`src/rtl/stdp_synapse_array.sv`:
```
// Plastic synapse array: saturating weighted current to the post neuron plus online pair-STDP weight updates.
// Optional macro WEIGHT_DECAY_EN adds a periodic one-step drift of every idle weight back toward W_INIT.
module stdp_synapse_array #(
    parameter int N_SYN        = 5,
    parameter int W_WIDTH      = 8,
    parameter int TRACE_WIDTH  = 4,
    parameter int W_INIT       = 32,
    parameter int W_MAX        = 255,
    parameter int DECAY_PERIOD = 64
) (
    input  logic                       clk,
    input  logic                       rst,
    input  logic                       en,
    input  logic                       learn_en,
    input  logic [N_SYN-1:0]           pre_spike,
    input  logic                       post_spike,
    output logic [W_WIDTH-1:0]         current_out,
    output logic [N_SYN*W_WIDTH-1:0]   weights,
    output logic                       update_pulse
);

    localparam int SUM_W = W_WIDTH + 3;
    localparam int SW    = W_WIDTH + 2;

    localparam logic [TRACE_WIDTH-1:0] TRACE_MAX = '1;
    localparam logic [W_WIDTH-1:0]     W_INIT_V  = W_INIT[W_WIDTH-1:0];
    localparam logic [W_WIDTH-1:0]     W_MAX_V   = W_MAX[W_WIDTH-1:0];
    localparam logic signed [SW-1:0]   W_MAX_S   = $signed({2'b00, W_MAX_V});
    localparam logic [SUM_W-1:0]       CUR_SAT   = {3'b000, {W_WIDTH{1'b1}}};

    if (W_MAX > (2**W_WIDTH) - 1) begin : g_bad_wmax
        $error("W_MAX does not fit in W_WIDTH bits");
    end
    if (DECAY_PERIOD < 1) begin : g_bad_period
        $error("DECAY_PERIOD must be at least 1");
    end

    logic [W_WIDTH-1:0]     r_weight     [N_SYN];
    logic [TRACE_WIDTH-1:0] r_pre_trace  [N_SYN];
    logic [TRACE_WIDTH-1:0] r_post_trace;
    logic [W_WIDTH-1:0]     r_current;
    logic                   r_update;

    logic [SUM_W-1:0]       w_sum;
    logic [W_WIDTH-1:0]     w_current_next;
    logic [TRACE_WIDTH-1:0] w_ltp            [N_SYN];
    logic [TRACE_WIDTH-1:0] w_ltd            [N_SYN];
    logic signed [SW-1:0]   w_stdp_sum       [N_SYN];
    logic [W_WIDTH-1:0]     w_stdp_weight    [N_SYN];
    logic [W_WIDTH-1:0]     w_weight_next    [N_SYN];
    logic [TRACE_WIDTH-1:0] w_pre_trace_next [N_SYN];
    logic [TRACE_WIDTH-1:0] w_post_trace_next;
    logic                   w_any_change;
    logic                   w_decay_tick;

`ifdef WEIGHT_DECAY_EN
    localparam int CNT_W = (DECAY_PERIOD > 1) ? $clog2(DECAY_PERIOD) : 1;
    logic [CNT_W-1:0] r_decay_cnt;

    assign w_decay_tick = (r_decay_cnt == CNT_W'(DECAY_PERIOD - 1));

    always_ff @(posedge clk or posedge rst) begin
        if (rst) begin
            r_decay_cnt <= '0;
        end else if (en) begin
            r_decay_cnt <= w_decay_tick ? '0 : r_decay_cnt + 1'b1;
        end
    end
`else
    assign w_decay_tick = 1'b0;
`endif

    // Input current: sum of the pre-edge weights of every synapse that spiked, clipped to the output range.
    always_comb begin
        w_sum = '0;
        for (int i = 0; i < N_SYN; i++) begin
            if (pre_spike[i]) begin
                w_sum = w_sum + SUM_W'(r_weight[i]);
            end
        end
        w_current_next = (w_sum > CUR_SAT) ? {W_WIDTH{1'b1}} : w_sum[W_WIDTH-1:0];
    end

    // NOTE: combinational blocks use blocking '=' and assign every output a default first, so no latch is inferred.
    always_comb begin
        w_any_change = 1'b0;
        for (int i = 0; i < N_SYN; i++) begin
            w_ltp[i] = (learn_en && post_spike)   ? r_pre_trace[i] : '0;
            w_ltd[i] = (learn_en && pre_spike[i]) ? r_post_trace   : '0;

            w_stdp_sum[i] = $signed({2'b00, r_weight[i]})
                          + $signed({{(SW-TRACE_WIDTH){1'b0}}, w_ltp[i]})
                          - $signed({{(SW-TRACE_WIDTH){1'b0}}, w_ltd[i]});

            if (w_stdp_sum[i][SW-1]) begin
                w_stdp_weight[i] = '0;
            end else if (w_stdp_sum[i] > W_MAX_S) begin
                w_stdp_weight[i] = W_MAX_V;
            end else begin
                w_stdp_weight[i] = w_stdp_sum[i][W_WIDTH-1:0];
            end

            // Decay only touches synapses that STDP left alone this cycle.
            w_weight_next[i] = w_stdp_weight[i];
            if (w_decay_tick && learn_en && (w_stdp_weight[i] == r_weight[i])) begin
                if (r_weight[i] > W_INIT_V) begin
                    w_weight_next[i] = r_weight[i] - 1'b1;
                end else if (r_weight[i] < W_INIT_V) begin
                    w_weight_next[i] = r_weight[i] + 1'b1;
                end
            end

            if (w_weight_next[i] != r_weight[i]) begin
                w_any_change = 1'b1;
            end

            if (pre_spike[i]) begin
                w_pre_trace_next[i] = TRACE_MAX;
            end else if (r_pre_trace[i] != '0) begin
                w_pre_trace_next[i] = r_pre_trace[i] - 1'b1;
            end else begin
                w_pre_trace_next[i] = '0;
            end
        end
    end

    always_comb begin
        if (post_spike) begin
            w_post_trace_next = TRACE_MAX;
        end else if (r_post_trace != '0) begin
            w_post_trace_next = r_post_trace - 1'b1;
        end else begin
            w_post_trace_next = '0;
        end
    end

    // NOTE: weights are flops rather than a RAM, so every entry takes the async reset to W_INIT.
    always_ff @(posedge clk or posedge rst) begin
        if (rst) begin
            for (int i = 0; i < N_SYN; i++) begin
                r_weight[i]    <= W_INIT_V;
                r_pre_trace[i] <= '0;
            end
            r_post_trace <= '0;
            r_current    <= '0;
            r_update     <= 1'b0;
        end else if (en) begin
            for (int i = 0; i < N_SYN; i++) begin
                r_weight[i]    <= w_weight_next[i];
                r_pre_trace[i] <= w_pre_trace_next[i];
            end
            r_post_trace <= w_post_trace_next;
            r_current    <= w_current_next;
            r_update     <= w_any_change;
        end else begin
            r_current <= '0;
            r_update  <= 1'b0;
        end
    end

    for (genvar g = 0; g < N_SYN; g++) begin : g_flat
        assign weights[g*W_WIDTH +: W_WIDTH] = r_weight[g];
    end

    assign current_out  = r_current;
    assign update_pulse = r_update;

endmodule

```
`config.mk`:
```
export PLATFORM = sky130hd
export DESIGN_NAME = stdp_synapse_array
export DESIGN_NICKNAME = d
export VERILOG_FILES = /design/src/rtl/stdp_synapse_array.sv
export SDC_FILE = /design/constraint.sdc
export NUM_CORES = 1
export LEC_CHECK = 0
export ABC_AREA = 1
export CAP_MARGIN = 20
export CORE_MARGIN = 2
export CORE_UTILIZATION = 55
export DETAILED_ROUTE_END_ITERATION = 7
export PLACE_DENSITY = 0.83
export SKIP_LAST_GASP = 1
export SLEW_MARGIN = 20
export SYNTH_ARGS = -nofsm -noshare
export SYNTH_HDL_FRONTEND = slang
export SYNTH_SLANG_ARGS = --single-unit
```
`constraint.sdc`:
```
create_clock -name clk -period 7.7 [get_ports clk]
set_input_delay 1.54 -clock clk [delete_from_list [all_inputs] [get_ports clk]]
set_output_delay 1.54 -clock clk [all_outputs]
set_load 0.05 [all_outputs]
```
==> results of run 1 <==
==> flip-flops by register name, indices dropped and copies added (netlist names) <==
register	cells
weights	40
update_pulse	1
current_out	8
r_post_trace	4
r_pre_trace	20
==> area by class of cell <==
| cell class | count | area (sq um) |
|---|---|---|
| repair buffers | 63 | 618 |
| flip-flops and latches | 73 | 1830 |
| fillers | 1468 | 5860 |
| well taps | 216 | 270 |
| multi-input cells | 1075 | 6040 |
| clock buffers | 10 | 229 |
| clock inverters | 6 | 92.6 |
| inverters | 219 | 823 |
==> final timing paths <==
check / from / end / slack, ns / depth (start not counted)
worst max-delay path: pre_spike[0] / current_out[0]$_DFF_PP0_ / 0.71 / 35
worst min-delay path: r_pre_trace[7]$_DFFE_PP0P_ / r_pre_trace[6]$_DFFE_PP0P_ / 0.52 / 2
worst max register to register: weights[0]$_DFFE_PP0P_ / current_out[0]$_DFF_PP0_ / 2.12 / 34
worst min register to register: r_pre_trace[7]$_DFFE_PP0P_ / r_pre_trace[6]$_DFFE_PP0P_ / 0.52 / 2
max in group asynchronous: rst / weights[16]$_DFFE_PP0P_ / 5.24 / 3
min in group asynchronous: rst / weights[38]$_DFFE_PP0P_ / 1.81 / 3
==> cell usage after synthesis (3+ instances only) <==
master / instances / area (sq um)
nand3_1: 160 / 801
xor2_1: 14 / 123
nand2_1: 471 / 1770
dfstp_2: 5 / 131
o21ai_0: 69 / 345
inv_2: 6 / 22.5
o21ai_1: 8 / 40.0
inv_1: 204 / 766
or2_1: 6 / 37.5
dfrtp_1: 68 / 1700
ha_1: 87 / 1090
o21bai_1: 6 / 45.0
buf_2: 7 / 35.0
nand2_2: 11 / 68.8
a21boi_0: 3 / 22.5
or2_2: 7 / 43.8
buf_4: 3 / 22.5
o211ai_1: 8 / 60.1
nand3b_1: 6 / 45.0
nand4_1: 21 / 131
fa_1: 24 / 480
nor2_1: 93 / 349
clkbuf_1: 14 / 52.6
a21oi_1: 40 / 200
clkinv_1: 9 / 33.8
nand3_2: 5 / 50.1
xnor2_1: 17 / 149
==> worst max-delay path, delay by kind of cell <==
kind,cells,cell delay [ns]
adder cells (fa/ha/maj),5,1.63
XOR/XNOR,2,0.30
AND/OR/NAND/NOR,17,1.90
AO/OA/AOI/OAI,7,1.09
buffers and inverters,4,0.79
==> per-layer routing <==
metal  vias to the layer above  routed length, um  part of all wire  GRT usage
met3                        54               1700             0.071     0.0383
li1                       4527                  -                 -          -
met1                      4096              10300              0.43      0.388
met5                         -                  0                 0          0
met2                       335              11300              0.47      0.499
met4                         0                723             0.030      0.127
==> per-stage QoR <==
step / cells / worst slack [ns] / hold WS, ns / cell area, sq um
6_report: 1662 / 0.706 / 0.520 / 9910
5_1_grt: 1662 / 0.171 / 0.571 / 9910
4_1_cts: 1662 / 0.817 / 0.520 / 9910
3_5_place_dp: 1646 / 0.532 / 0.502 / 9580
3_3_place_gp: 1646 / 0.725 / 0.475 / 9580
2_1_floorplan: 1393 / 1.56 / 0.470 / 8810
==> placed cells by master, fill, tap and decap left out, types with 2 or more instances in the layout <==
cell type	count
nand2_1	471
inv_1	202
nand3_1	160
nor2_1	93
ha_1	87
o21ai_0	69
dfrtp_1	68
clkdlybuf4s50_1	58
a21oi_1	40
fa_1	24
nand4_1	21
xnor2_1	17
xor2_1	14
nand2_2	11
clkinv_1	9
clkbuf_16	9
o21ai_1	8
o211ai_1	8
inv_2	7
or2_2	7
o21bai_1	6
nand3b_1	6
or2_1	6
nand3_2	5
buf_4	5
dfstp_2	5
a21boi_0	3
o31ai_1	2
a31oi_1	2
nor3_1	2
nand2_4	2
bufinv_16	2
clkinvlp_4	2
clkinv_4	2
==> kinds of logic (layout without fill, tap and decap cells) <==
logic type	after synthesis	count (layout)	synth area share
flops	73	73	0.208
fa+ha+maj	111	111	0.178
buf+inv	245	298	0.107
mux	1	1	0.00114
simple gates	790	790	0.386
xor+xnor	31	31	0.0308
compound gates	142	142	0.0889
==> impl_results.md, run 1 <==
* CP arrival at 7.25 ns
* # DRC at 0
* Slew @ Worst Pin at 0.995 ns
* Slew Viols, Final at 0
* Total gr overflow at 0
* CTS tree: built
* Row count at 46
* Worst-path clk slew at 0.06 ns
* Port bufs at 58
* Mapped cell area at 0.00881 sq mm
* Critical path type: primary input to flop
* Final Util at 0.628
* Clk sinks at 73
* FFs w/ async S/R, synth at 1.00
* Crit start category: primary input
* Core ar. at 0.0158 sq mm
* TritonCTS Buffers at 9
* First-pass GRT wire length at 39900 um
* Post-synthesis sequential area ratio at 0.208
* Crit path top cell by count: nand2_1
* Layout cells sized above 1 at 0.0450
* F_max at 0.143 GHz
* Post-CTS Setup Inserts at 0
* Total Wirelength at 24000 um
* Nets at 1562
* Clk_skew at 0.00763 ns
* CTS Hold Bufs at 0
* Status: complete, no violations
* Routed Antenna Nets at 0
* Vias in the first global route at 8469
* Final setup TNS at 0 ns
* Area Growth Syn to Fin at 12.4%
* Via count at 9012
* Io pins at 59
* CTS resizes at 0
* Netlist cell types at 43
* Final Hold Fails at 0
* Initial core utilization at 0.559
* Clk Latency, worst-skew pair at 0.36 ns
* Starting DRT DRC Count at 694
* H-tree depth at 3
* Syn nets at 1514
* Largest net degree at the start of global routing at 74
* Final Wtd Congestion at 0.951
* Root Driver: clkbuf_16
* Ant. Diodes at 0
* Drt via density at 5.42
* Syn Area/Cell at 6.33 sq um
* Chip width at 131 um
* Post-synth top flop: dfrtp_1
* Post-synth EDFFs at 0
* Yosys warnings at 0
* Initial antenna violation count at 0
* Min-Delay Path Class: flop to flop
* Critical Path RT at 7.95 ns
* Final Critical Period at 6.99 ns
* GR Util All Layers at 0.297
* Die Ht at 131 um
* Slew margin rel. at 0.337
* Slowest cell on crit path: clkdlybuf4s50_1
* Seq cells post-synth at 73
* Part of the cycle the worst path needs at 0.908
* MaxCap Viol Count at 0
* Crit path largest cell delay at 0.61 ns
* RSZ-0062 raised after global routing: no
* DR WL/cell at 14.4 um
* Mapped Cells at 1393
* Worst-path maximum fanout at 13
* Hpwl dp at 18500 um
* # setup viols final at 0
* Worst Setup End Kind: flop
* Drt first pass iters at 5
* Die ar. at 0.0171 sq mm
* Clock Tree Buf Depth at 2
Power of run 1 is left out: the tool's default activity adds up to more than one toggle a clock period on the data nets, which glitch-free logic cannot reach.
==> run 2, diff against run 1 <==
--- a/config.mk
+++ b/config.mk
@@ -7,10 +7,11 @@
 export LEC_CHECK = 0
 export ABC_AREA = 1
 export CAP_MARGIN = 20
-export CORE_MARGIN = 2
+export CORE_MARGIN = 10
 export CORE_UTILIZATION = 55
 export DETAILED_ROUTE_END_ITERATION = 7
 export PLACE_DENSITY = 0.83
+export RECOVER_POWER = 100
 export SKIP_LAST_GASP = 1
 export SLEW_MARGIN = 20
 export SYNTH_ARGS = -nofsm -noshare
==> impl_results.md, run 2 (synthesis gave the netlist of run 1 again) <==
* Part of the cycle the worst path needs at 0.928 (was 0.908)
* R2R Setup Slk at 1.98 ns (was 2.12 ns)
* Routed Antenna Nets at 0 (unchanged)
* # setup viols final at 0 (unchanged)
* CTS Hold Bufs at 0 (unchanged)
* Hold_sp: r_post_trace[2]$_DFFE_PP0P_ (was r_pre_trace[7]$_DFFE_PP0P_)
* Clk_skew at 0.00638 ns (was 0.00763 ns)
* Slowest cell on crit path: clkdlybuf4s50_1 (unchanged)
* Total Wirelength at 24300 um (was 24000 um)
* TritonCTS Buffers at 9 (unchanged)
* Min-Delay Path Class: flop to flop (unchanged)
* Crit path largest cell delay at 0.62 ns (was 0.61 ns)
* Drt via density at 5.40 (was 5.42)
* DR WL/cell at 14.6 um (was 14.4 um)
* Worst-path clk slew at 0.06 ns (about the same)
* Row count at 46 (unchanged)
* Place WS at 0.442 ns (was 0.532 ns)
* R2R depth at 34 (unchanged)
* Crit start category: primary input (unchanged)
* Final Critical Period at 7.14 ns (was 6.99 ns)
* FF+latch area at 0.00183 sq mm (unchanged)
* GR Util All Layers at 0.227 (was 0.297)
* FF-to-FF Start: weights[0]$_DFFE_PP0P_ (unchanged)
* # DRC at 0 (unchanged)
* Critical path type: primary input to flop (unchanged)
* Clk sinks at 73 (unchanged)
* Clock Tree Buf Depth at 2 (unchanged)
* Ant. Diodes at 0 (unchanged)
* Die Ht at 147 um (was 131 um)
* Total gr overflow at 0 (unchanged)
* Slew @ Worst Pin at 4.17 ns (was 0.995 ns)
* Slew margin rel. at -1.78 (was 0.337)
* RSZ-0062 raised after global routing: no (unchanged)
* Cell count of the worst hold path at 2 (unchanged)
* # placed instances at 1647 (was 1646)
* Via count at 8975 (was 9012)
* Final Hold Fails at 0 (unchanged)
* Crit path top cell by count: nand2_1 (unchanged)
* Max reg flops at 40 (unchanged)
* Drt first pass iters at 5 (unchanged)
* Largest net degree at the start of global routing at 74 (unchanged)
* Final Wtd Congestion at 0.972 (was 0.951)
* Status: finished with violations (was complete, no violations)
* CTS resizes at 0 (unchanged)
* Commonest non-fill, non-tap cell in the layout: nand2_1 (unchanged)
* Port bufs at 58 (unchanged)
* Reg2reg end: current_out[3]$_DFF_PP0_ (was current_out[0]$_DFF_PP0_)
* Die ar. at 0.0215 sq mm (was 0.0171 sq mm)
* CTS tree: built (unchanged)
* F_max at 0.140 GHz (was 0.143 GHz)
* MaxCap Viol Count at 3 (was 0)
* Final Non-Filler Cells at 1663 (was 1662)
* Worst hold path endpoint: r_post_trace[3]$_DFFE_PP0P_ (was r_pre_trace[6]$_DFFE_PP0P_)
* Starting DRT DRC Count at 732 (was 694)
* First-pass GRT wire length at 40700 um (was 39900 um)
* Filler cell count at 1510 (was 1468)
* DP Area at 0.00959 sq mm (was 0.00958 sq mm)
* Initial core utilization at 0.559 (unchanged)
* Vias in the first global route at 8378 (was 8469)
* Nets at 1563 (was 1562)
* H-tree depth at 3 (unchanged)
* Worst-path maximum fanout at 13 (unchanged)
* Io pins at 59 (unchanged)
* Clk Latency, worst-skew pair at 0.35 ns (was 0.36 ns)
* CP arrival at 7.38 ns (was 7.25 ns)
* Design area at 0.00988 sq mm (was 0.00991 sq mm)
* Initial antenna violation count at 0 (unchanged)
* Multi-input logic area at 0.00603 sq mm (was 0.00604 sq mm)
* Failing checks: max-capacitance violations, max-slew violations
* Core ar. at 0.0158 sq mm (unchanged)
* Worst Setup End Kind: flop (unchanged)
* Setup ws final at 0.555 ns (was 0.706 ns)
* Slew Viols, Final at 188 (was 0)
* Area Growth Syn to Fin at 12.1% (was 12.4%)
* Hpwl dp at 19000 um (was 18500 um)
* Layout cells sized above 1 at 0.0415 (was 0.0450)
* Final setup TNS at 0 ns (unchanged)
* Commonest non-fill, non-tap cells in the layout: 472 x nand2_1, 202 x inv_1, 161 x nand3_1 (was 471 x nand2_1, 202 x inv_1, 160 x nand3_1)
* Post-CTS Setup Inserts at 0 (unchanged)
* Critical Path RT at 7.94 ns (was 7.95 ns)
* Root Driver: clkbuf_16 (unchanged)
* Chip width at 147 um (was 131 um)
==> run 2: changes by cell type in the layout (fill, tap and decap cells not counted), sizes merged <==
| cell | previous run | this run |
|---|---|---|
| clkdlybuf4s50 | 58 | 6 |
| dlygate4sd3 | 0 | 52 |
| clkbuf | 10 | 14 |
| buf | 5 | 2 |
| bufinv | 2 | 1 |
| clkinv | 12 | 13 |
| clkinvlp | 2 | 3 |
| inv | 209 | 208 |
==> run 2: worst max path at each step <==
| stage | from | to | slack (ns) | cells after the start |
|---|---|---|---|---|
| 6_report | pre_spike[0] | current_out[3]$_DFF_PP0_ | 0.56 | 35 |
| 5_1_grt | pre_spike[0] | current_out[1]$_DFF_PP0_ | 0.08 | 35 |
| 4_1_cts | pre_spike[0] | current_out[3]$_DFF_PP0_ | 0.66 | 37 |
| 3_5_place_dp | pre_spike[0] | current_out[3]$_DFF_PP0_ | 0.44 | 37 |
| 3_3_place_gp | pre_spike[0] | current_out[5]$_DFF_PP0_ | 0.72 | 37 |
| 2_1_floorplan | pre_spike[0] | current_out[0]$_DFF_PP0_ | 1.56 | 37 |
==> run 2: critical path, delay by kind of cell <==
kind	cells	cell delay (ns)
xor+xnor	2	0.29
fa+ha+maj	5	1.65
compound gates	7	1.12
buf+inv	4	0.81
simple gates	17	1.95
==> run 2: area by class of cell <==
type / count / share of cell area
multi-input combinational: 1075 / 0.611
sequential: 73 / 0.186
inverter: 219 / 0.0834
timing repair buffer: 64 / 0.0618
tap: 216 / 0.0274
clock buffer: 10 / 0.0242
clock inverter: 6 / 0.00684
==> run 2: per-layer routing <==
layer  GRT usage  up-vias  part of all wire
met5           0        -                 0
met4      0.0861        0             0.027
met3      0.0374       52             0.069
met2       0.384      281              0.47
met1       0.282     4108              0.43
li1            -     4534                 -
==> run 2: metrics by stage <==
| step | utilization | hold WS [ns] |
|---|---|---|
| after floorplan | - | 0.470 |
| after global placement | 0.608 | 0.480 |
| after detailed placement | 0.608 | 0.495 |
| after CTS | 0.628 | 0.508 |
| after global routing | 0.626 | 0.540 |
| final | 0.626 | 0.508 |
Power of run 2 is left out for the same reason.
==> run 3, diff against run 2 <==
--- a/config.mk
+++ b/config.mk
@@ -10,6 +10,7 @@
 export CORE_MARGIN = 10
 export CORE_UTILIZATION = 55
 export DETAILED_ROUTE_END_ITERATION = 7
+export HOLD_SLACK_MARGIN = 0.15
 export PLACE_DENSITY = 0.83
 export RECOVER_POWER = 100
 export SKIP_LAST_GASP = 1
@@ -17,3 +18,4 @@
 export SYNTH_ARGS = -nofsm -noshare
 export SYNTH_HDL_FRONTEND = slang
 export SYNTH_SLANG_ARGS = --single-unit
+export TNS_END_PERCENT = 30
==> results of run 3 <==
The final DEF is identical to that of run 2; final timing and power are the same.
Power of run 3 is left out for the same reason.
